[config.mk]
export PLATFORM = sky130hd
export DESIGN_NAME = spi_readback_tx
export DESIGN_NICKNAME = d
export VERILOG_FILES = /design/src/rtl/spi_readback_tx.sv
export SDC_FILE = /design/constraint.sdc
export NUM_CORES = 1
export LEC_CHECK = 0
export ABC_AREA = 1
export CAP_MARGIN = 20
export CORE_MARGIN = 4
export CORE_UTILIZATION = 45
export DETAILED_ROUTE_END_ITERATION = 8
export PLACE_DENSITY = 0.86
export SYNTH_ARGS = -nofsm -noshare
export SYNTH_HDL_FRONTEND = slang
export SYNTH_SLANG_ARGS = --single-unit
[constraint.sdc]
create_clock -name spi_sclk_i -period 1.7 [get_ports spi_sclk_i]
set_clock_uncertainty 0.2 [all_clocks]
set_input_delay 0.255 -clock spi_sclk_i [delete_from_list [all_inputs] [get_ports spi_sclk_i]]
set_output_delay 0.255 -clock spi_sclk_i [all_outputs]
set_load 0.01 [all_outputs]
[src/rtl/spi_readback_tx.sv]
// SPI slave readback path: decodes the 16-bit frame header on SCLK rising edges
// and returns DEVICE_ID followed by the addressed register on MISO (falling edges).
module spi_readback_tx #(
    parameter int unsigned               BYTE_WIDTH    = 8,
    parameter int unsigned               NUM_REGISTERS = 10,
    parameter logic [BYTE_WIDTH-1:0]     DEVICE_ID     = 8'hD1,
    parameter logic [3:0]                CMD_READ      = 4'b0010,
    parameter logic [BYTE_WIDTH-1:0]     INVALID_BYTE  = 8'hEE
) (
    input  logic                                  spi_sclk_i,
    input  logic                                  rst_low_i,
    input  logic                                  spi_ss_i,
    input  logic                                  spi_mosi_i,
    input  logic [NUM_REGISTERS*BYTE_WIDTH-1:0]   regs_flat_i,
    output logic                                  spi_miso_o,
    output logic [BYTE_WIDTH-1:0]                 last_header_o,
    output logic [BYTE_WIDTH-1:0]                 read_count_o
);

    localparam int unsigned CNT_W   = 4;
    localparam int unsigned NIB_W   = 4;
    localparam int unsigned REGS_W  = NUM_REGISTERS * BYTE_WIDTH;

    logic [CNT_W-1:0]      bit_cnt_q,     bit_cnt_d;
    logic [BYTE_WIDTH-1:0] hdr_shift_q,   hdr_shift_d;
    logic [BYTE_WIDTH-1:0] data_byte_q,   data_byte_d;
    logic [BYTE_WIDTH-1:0] last_header_q, last_header_d;
    logic [BYTE_WIDTH-1:0] read_count_q,  read_count_d;
    logic                  miso_q,        miso_d;

    logic [BYTE_WIDTH-1:0] header_c;
    logic [NIB_W-1:0]      cmd_c;
    logic [NIB_W-1:0]      addr_c;
    logic                  addr_ok_c;
    logic [BYTE_WIDTH-1:0] reg_sel_c;
    logic [2:0]            bit_idx_c;

    // Header as it will look once the current MOSI bit is shifted in
    always_comb begin
        header_c  = {hdr_shift_q[BYTE_WIDTH-2:0], spi_mosi_i};
        cmd_c     = header_c[BYTE_WIDTH-1 -: NIB_W];
        addr_c    = header_c[NIB_W-1:0];
        addr_ok_c = 32'(addr_c) < NUM_REGISTERS;
        reg_sel_c = BYTE_WIDTH'(regs_flat_i >> (32'(addr_c) * BYTE_WIDTH));
    end

    // Receive/decode next-state (rising-edge domain)
    always_comb begin
        bit_cnt_d     = bit_cnt_q;
        hdr_shift_d   = hdr_shift_q;
        data_byte_d   = data_byte_q;
        last_header_d = last_header_q;
        read_count_d  = read_count_q;
        if (!spi_ss_i) begin
            bit_cnt_d   = bit_cnt_q + CNT_W'(1);
            hdr_shift_d = header_c;
            if (bit_cnt_q == CNT_W'(7)) begin
                last_header_d = header_c;
                if (cmd_c == CMD_READ) begin
                    if (addr_ok_c) begin
                        data_byte_d  = reg_sel_c;
                        read_count_d = read_count_q + BYTE_WIDTH'(1);
                    end else begin
                        data_byte_d  = INVALID_BYTE;
                    end
                end else begin
                    data_byte_d = {BYTE_WIDTH{1'b1}};
                end
            end
        end
    end

    always_ff @(posedge spi_sclk_i or negedge rst_low_i) begin
        if (!rst_low_i) begin
            bit_cnt_q     <= '0;
            hdr_shift_q   <= '0;
            data_byte_q   <= {BYTE_WIDTH{1'b1}};
            last_header_q <= '0;
            read_count_q  <= '0;
        end else begin
            bit_cnt_q     <= bit_cnt_d;
            hdr_shift_q   <= hdr_shift_d;
            data_byte_q   <= data_byte_d;
            last_header_q <= last_header_d;
            read_count_q  <= read_count_d;
        end
    end

    // MISO launch: ID byte in the first half of the frame, data byte in the second
    always_comb begin
        bit_idx_c = 3'd7 - bit_cnt_q[2:0];
        miso_d    = miso_q;
        if (!spi_ss_i) begin
            miso_d = bit_cnt_q[3] ? data_byte_q[bit_idx_c] : DEVICE_ID[bit_idx_c];
        end
    end

    always_ff @(negedge spi_sclk_i or negedge rst_low_i) begin
        if (!rst_low_i) begin
            miso_q <= 1'b1;
        end else begin
            miso_q <= miso_d;
        end
    end

    assign spi_miso_o    = spi_ss_i ? 1'b1 : miso_q;
    assign last_header_o = last_header_q;
    assign read_count_o  = read_count_q;

    logic unused_c;
    assign unused_c = ^{REGS_W};

endmodule
Word level (Yosys, flattened, before mapping)
Memory sizes are Yosys's and may differ from the RTL's. Index checks and enable logic that the tools add are counted.

ROM bits: 8. Word-level logic and storage cells: 25. Register bits after elaboration: 36. Memories kept: 1. Input port bits: 84. Output and inout port bits: 17.

Memories: (name not given) (words 8, width 1, read ports 1, clocked after Yosys merged registers in 0, wr ports 0, line 94) `miso_d = bit_cnt_q[3] ? data_byte_q[bit_idx_c] : DEVICE_ID[bit_idx_c];`.

Eq/ne operators: 2. Muxes and demuxes: 7. Bitwise logic cells: 1. $lt $le $gt $ge: 2. Shifts and indexed selects: 1. Add/sub/neg operators: 3. Reduce and logical (&&, ||, !) cells: 2.

Operator list (number): $shr 80x7->8 (1); $mux 8 (2); $add 8x1->8 const B (1); $add 4x1->4 const B (1); $eq 4x2->1 const B (1); $eq 4x3->1 const B (1); $lt 3x4->1 const B (1); $lt 4x4->1 const B (1); $mux 1 (4); $reduce_and 4->1 (1); $bmux 1 s3 (1); $sub 3x3->3 const A (1); $reduce_and 2->1 (1); $not 1->1 (1).

Depth between registers and ports, before layout
Gate-level depths: netlist of the first run.

Word-level depth: 4. Gate-level depth with buffers: 11. Mapped depth without buffers: 9.

==> results of run 1 <==
area by class of cell:
class / count / area (um2) / share of cell area
clock inverter: 3 / 38.8 / 0.00963
inverter: 76 / 285 / 0.0709
sequential: 36 / 912 / 0.227
multi-input combinational: 282 / 1360 / 0.337
timing repair buffer: 130 / 1270 / 0.316
clock buffer: 6 / 72.6 / 0.0180
tap: 72 / 90.1 / 0.0224
Yosys cell counts:
cell      count  area [um2]
nand2_1     143         537
inv_1        71         267
nand3_1      54         270
dfrtp_1      27         676
nor2_1       22        82.6
a21oi_1      16        80.1
buf_2        12        60.1
o21ai_0      12        60.1
dfstp_2       9         236
o21ai_1       9        45.0
xor2_1        6        52.6
inv_2         5        18.8
buf_4         3        22.5
buf_6         3        33.8
or2_2         3        18.8
ha_1          2        25.0
nand3_4       2        35.0
nor2_4        2        22.5
xnor2_1       2        17.5
clkinv_1      1        3.75
nand2_2       1        6.26
nand3b_1      1        7.51
nand4_1       1        6.26
nand4_4       1        21.3
nor2_2        1        6.26
nor2_8        1        20.0
nor3_1        1        5.00
nor3b_2       1        12.5
o21ai_4       1        16.3
power by group through the flow:
| stage | Combinational [uW] | Sequential, uW | Clock, uW |
|---|---|---|---|
| final | 1790 | 1430 | 755 |
| after global routing | 1980 | 1470 | 793 |
| after CTS | 1750 | 1430 | 749 |
| after detailed placement | 1700 | 1440 | 7.36 |
| after global placement | 1640 | 1430 | 7.36 |
| after floorplan | 862 | 1450 | 7.36 |
through the flow:
| stage | worst slack [ns] | hold slack [ns] | cell area (um2) | utilization | total power [uW] |
|---|---|---|---|---|---|
| after CTS | -0.658 | 0.245 | 4000 | 0.713 | 3930 |
| after floorplan | -0.328 | -0.241 | 2670 | - | 2320 |
| after global placement | -0.732 | 0.267 | 3860 | 0.688 | 3070 |
| after detailed placement | -0.739 | 0.276 | 3860 | 0.688 | 3150 |
| final | -0.660 | 0.223 | 4030 | 0.718 | 3970 |
| after global routing | -0.704 | 0.301 | 4030 | 0.718 | 4240 |
cells by family after synthesis:
kind of cell               count (synthesis)  share of synthesized area
AOI/OAI and AO/OA                         38                     0.0756
xor gates and xnor gates                   8                     0.0263
adders and majority gates                  2                    0.00939
buffers and inverters                     95                      0.152
DFF                                       36                      0.342
and+or+nand+nor                          234                      0.394
flip-flops by register name, indices dropped and copies added (netlist names):
register,count
hdr_shift_q,7
data_byte_q,8
last_header_o,8
bit_cnt_q,4
miso_q,1
read_count_o,8
per-layer routing:
layer  share of wire  routed length [um]  vias up  GRT usage
met5               0                   0        -          0
met4           0.035                 287        0     0.0935
met3           0.034                 285       24     0.0379
met2            0.52                4340       73      0.414
met1            0.41                3370     1412      0.276
li1                -                   -     1496          -
critical path: stages, from the launching register on:
cell     delay [ns]
dfstp_2        0.52
or2_4          0.10
buf_6          0.09
final timing paths:
path	startpoint	to	cells past startpoint
setup / recovery	miso_q	spi_miso_o	2
hold / removal	rst_low_i	bit_cnt_q[3]	2
setup reg to reg	bit_cnt_q[0]	miso_q	6
hold reg to reg	hdr_shift_q[6]	hdr_shift_q[6]	2
max in group asynchronous	rst_low_i	miso_q	1
min in group spi_sclk_i	hdr_shift_q[6]	hdr_shift_q[6]	2
timing repair:
| action | in CTS | in global routing |
|---|---|---|
| setup buffers | 4 | 2 |
| pin swaps | 0 | 0 |
| hold endpoints to repair | 0 | 0 |
| gates resized for setup | 6 | 4 |
| endpoints found under the setup margin | 30 | 30 |
| hold buffers | 0 | 0 |
==> reports/qor.yml, run 1 <==
wirelength_mm: 8.28
dr.pass1.iters: 5
r2r_setup_slack_ns: -0.42
cts_buffers: 5
antenna_found_initial: 0
start_util: 0.475
worst-path-max-fanout: 2
crit_path_start_kind: "flop"
slew_viol_final: 0
route.antenna.remaining_nets: 0
syn_nets: 499
avgRoutedWirePerCell_um: 13.7
row_count: 27
vias_per_cell: 4.97
dp.cells: 591
layout_setup_ws_ns: -0.660
p_seq_frac: 0.360
portBuffers: 100
arrival_ns: 1.90
synthCells: 413
cts_tree: "yes"
min_path_type: "in -> async"
vias: 3005
stdcell_count: 605
syn-cell-area_um2: 2670
die_area_um2: 7220
clk_latency_ns: 0.29
dieHeight_um: 85.0
violations: "negative setup slack"
nets: 618
most-common-layout-cells: "nand2_1, clkdlybuf4s50_1, inv_1, nand3_1"
finalSetupTns_ns: -4.77
dr.first_iter.drc_count: 135
htree_levels: 2
die_x_um: 85.0
critPathKind: "reg -> out"
power_density_nw_per_um2: 985
rsz0062_at_grt: "true"
num_antenna_cells: 0
overflow: 0
setup_violations: 26
final_common_cell: "nand2_1"
ys_seq_elements: 36
sw_frac_of_total: 0.351
p_leak_uw: 0.00210
hold_viol_final: 0
switching_power_uw: 1390
required_ns: 1.24
clockBufferDepth: 2
clock_power_share: 0.190
vdd_drop_max_mv: 0.961
core_um2: 5610
cp-end-kind: "primary output"
grt_max_degree: 36
outcome: "finished with violations"
ys_seq_area_frac: 0.342
max_cap_viol_count: 0
drc: 0
post_route_cells_drive_above_1_share: 0.124
slew_headroom: 0.704
synth.avg_cell_area_um2: 6.45
cts_sinks: 36
ys_warn_count: 0
clock-root-buffer: "clkbuf_8"
grt_pass1_vias: 3001
place_congestion: 0.833
nFillCells: 441
tightest_slew_ns: 0.443
ys_types: 29
grt_pass1_wl_mm: 13.7
power_frac_comb: 0.450
intPower_uw: 2570
grt_usage: 0.232
clkTransAtPathRegs_ns: 0.08
dp_hpwl_mm: 6.26
area_delta_synth_final_pct: 51.1
io_pins: 101
(Power assumes the default switching activity.)
==> inputs of run 2 (changes only) <==
--- a/config.mk
+++ b/config.mk
@@ -10,6 +10,7 @@
 export CORE_MARGIN = 4
 export CORE_UTILIZATION = 45
 export DETAILED_ROUTE_END_ITERATION = 8
+export GPL_ROUTABILITY_DRIVEN = 0
 export PLACE_DENSITY = 0.86
 export SYNTH_ARGS = -nofsm -noshare
 export SYNTH_HDL_FRONTEND = slang
==> run 2 against run 1 <==
Net effect: the run still ends with negative setup slack left; non-clock buffer count down 1; core utilization down 0.58 points; via count down 1.5%; count of clock-buffer cells in the layout unchanged; clock power down 16%.
==> reports/qor.yml, run 2 (same netlist as run 1, synthesis figures left out) <==
grt_pass1_vias: 2894  # -3.6%
slowest_delay_ns: 0.52  # about the same
clkTransAtPathRegs_ns: 0.08  # about the same
arrival_ns: 1.90  # about the same
seq_area_um2: 912  # unchanged
overflow: 0  # unchanged
route.antenna.remaining_nets: 0  # unchanged
io_pins: 101  # unchanged
grt_max_degree: 36  # unchanged
final_common_cell: "nand2_1"
area_delta_synth_final_pct: 49.9
p_leak_uw: 0.00208  # -0.67%
path_cells: "or2_4 > buf_6"
clock-root-buffer: "clkbuf_8"
cp_slowest_cell: "dfstp_2"
most-common-layout-cells: "nand2_1, clkdlybuf4s50_1, inv_1, nand3_1, dfrtp_1"
vdd_drop_max_mv: 0.919  # -4.4%
cts_tree: "yes"
drc: 0  # unchanged
grt_pass1_wl_mm: 13.1  # -5.0%
cp-end-kind: "primary output"
clockBufferDepth: 2  # unchanged
outcome: "finished with violations"
post_route_cells_drive_above_1_share: 0.122  # -0.00165
slew_headroom: 0.706  # +0.00165
htree_levels: 2  # unchanged
dp_hpwl_mm: 6.30  # +0.75%
vias: 2959  # -1.5%
dieHeight_um: 85.0  # unchanged
worst-path-max-fanout: 2  # unchanged
vias_per_cell: 4.90  # -1.4%
antenna_found_initial: 0  # unchanged
dp.cells: 593  # +0.34%
stdcell_count: 604  # -0.17%
max_cap_viol_count: 0  # unchanged
wirelength_mm: 7.99  # -3.6%
critPathKind: "reg -> out"
power_density_nw_per_um2: 946  # -4.0%
nets: 617  # -0.16%
avgRoutedWirePerCell_um: 13.2  # -3.4%
p_total_uw: 3780  # -4.7%
tightest_slew_ns: 0.441  # -0.00247 ns
dr.pass1.iters: 5  # unchanged
grt_usage: 0.219  # -0.0132
rsz0062_at_grt: "true"
portBuffers: 100  # unchanged
crit_path_start_kind: "flop"
core_um2: 5610  # unchanged
preCtsSetupSlack_ns: -0.733  # +0.00570 ns
row_count: 27  # unchanged
final_core_util: 0.712  # -0.00580
slew_viol_final: 0  # unchanged
start_util: 0.475  # unchanged
layout_setup_ws_ns: -0.656  # +0.00408 ns
min_path_type: "in -> async"
required_ns: 1.24  # about the same
die_x_um: 85.0  # unchanged
num_antenna_cells: 0  # unchanged
multi_input_area_um2: 1350  # -0.46%
violations: "negative setup slack"
cts_sinks: 36  # unchanged
hold_viol_final: 0  # unchanged
setup_violations: 26  # unchanged
clk_latency_ns: 0.28  # about the same
dr.first_iter.drc_count: 138  # +2.2%
cts_buffers: 5  # unchanged
finalSetupTns_ns: -3.50  # +1.27 ns
die_area_um2: 7220  # unchanged
nFillCells: 423  # -4.1%
==> run 2: changes by cell type in the layout (fill, tap and decap cells not counted) <==
cell / delta
buf_4: -1
inv_4: +1
nor3b_4: -1
clkbuf_8: +1
clkinv_2: -1
bufinv_16: -1
dlygate4sd2_1: +1
dlymetal6s2s_1: -1
clkbuf_1: -1
inv_1: +1
nor3b_2: +1
==> run 2: critical path: cells and delay by family (launching register included) <==
family / cells / cell delay [ns]
flip-flops: 1 / 0.52
AND/OR/NAND/NOR: 1 / 0.11
buffers and inverters: 1 / 0.09
==> run 2: final cells by class <==
type	instances	share of cell area
Multi-Input combinational cell	282	0.338
Tap cell	72	0.0226
Clock buffer	6	0.0207
Timing Repair Buffer	129	0.315
Inverter	76	0.0714
Sequential cell	36	0.228
Clock inverter	3	0.00345
==> run 2: final timing paths <==
| check | slack, ns | cells after the start | endpoint | startpoint |
|---|---|---|---|---|
| setup / recovery | -0.66 | 2 | spi_miso_o | miso_q |
| hold / removal | 0.22 | 2 | bit_cnt_q[3] | rst_low_i |
| setup reg to reg | -0.43 | 7 | miso_q | bit_cnt_q[0] |
| hold reg to reg | 0.30 | 2 | last_header_o[1] | last_header_o[1] |
| max in group asynchronous | 0.37 | 1 | miso_q | rst_low_i |
| min in group spi_sclk_i | 0.30 | 2 | last_header_o[1] | last_header_o[1] |
==> run 2: report_power, final <==
group	internal, uW	switching [uW]	leakage [uW]
clock	328	309	0.0000583
sequential	1200	214	0.000427
combinational	905	818	0.00160
total	2440	1340	0.00208
==> run 2: per-stage QoR <==
stage | area (um2) | hold WS (ns)
4_1_cts | 3980 | 0.247
3_3_place_gp | 3870 | 0.267
5_1_grt | 3990 | 0.293
3_5_place_dp | 3870 | 0.280
6_report | 3990 | 0.220
2_1_floorplan | 2670 | -0.241
==> run 2: timing repair <==
action,in CTS,in global routing
setup endpoints to repair,30,29
resized for setup,7,2
hold buffers,0,0
buffers inserted,2,1
==> run 2: layer usage <==
layer / wire [um] / vias to the layer above / part of all wire / GRT usage
li1: - / 1489 / - / -
met1: 3290 / 1355 / 0.41 / 0.270
met2: 4180 / 99 / 0.52 / 0.391
met3: 321 / 16 / 0.040 / 0.0301
met4: 201 / 0 / 0.025 / 0.0734
met5: 0 / - / 0 / 0
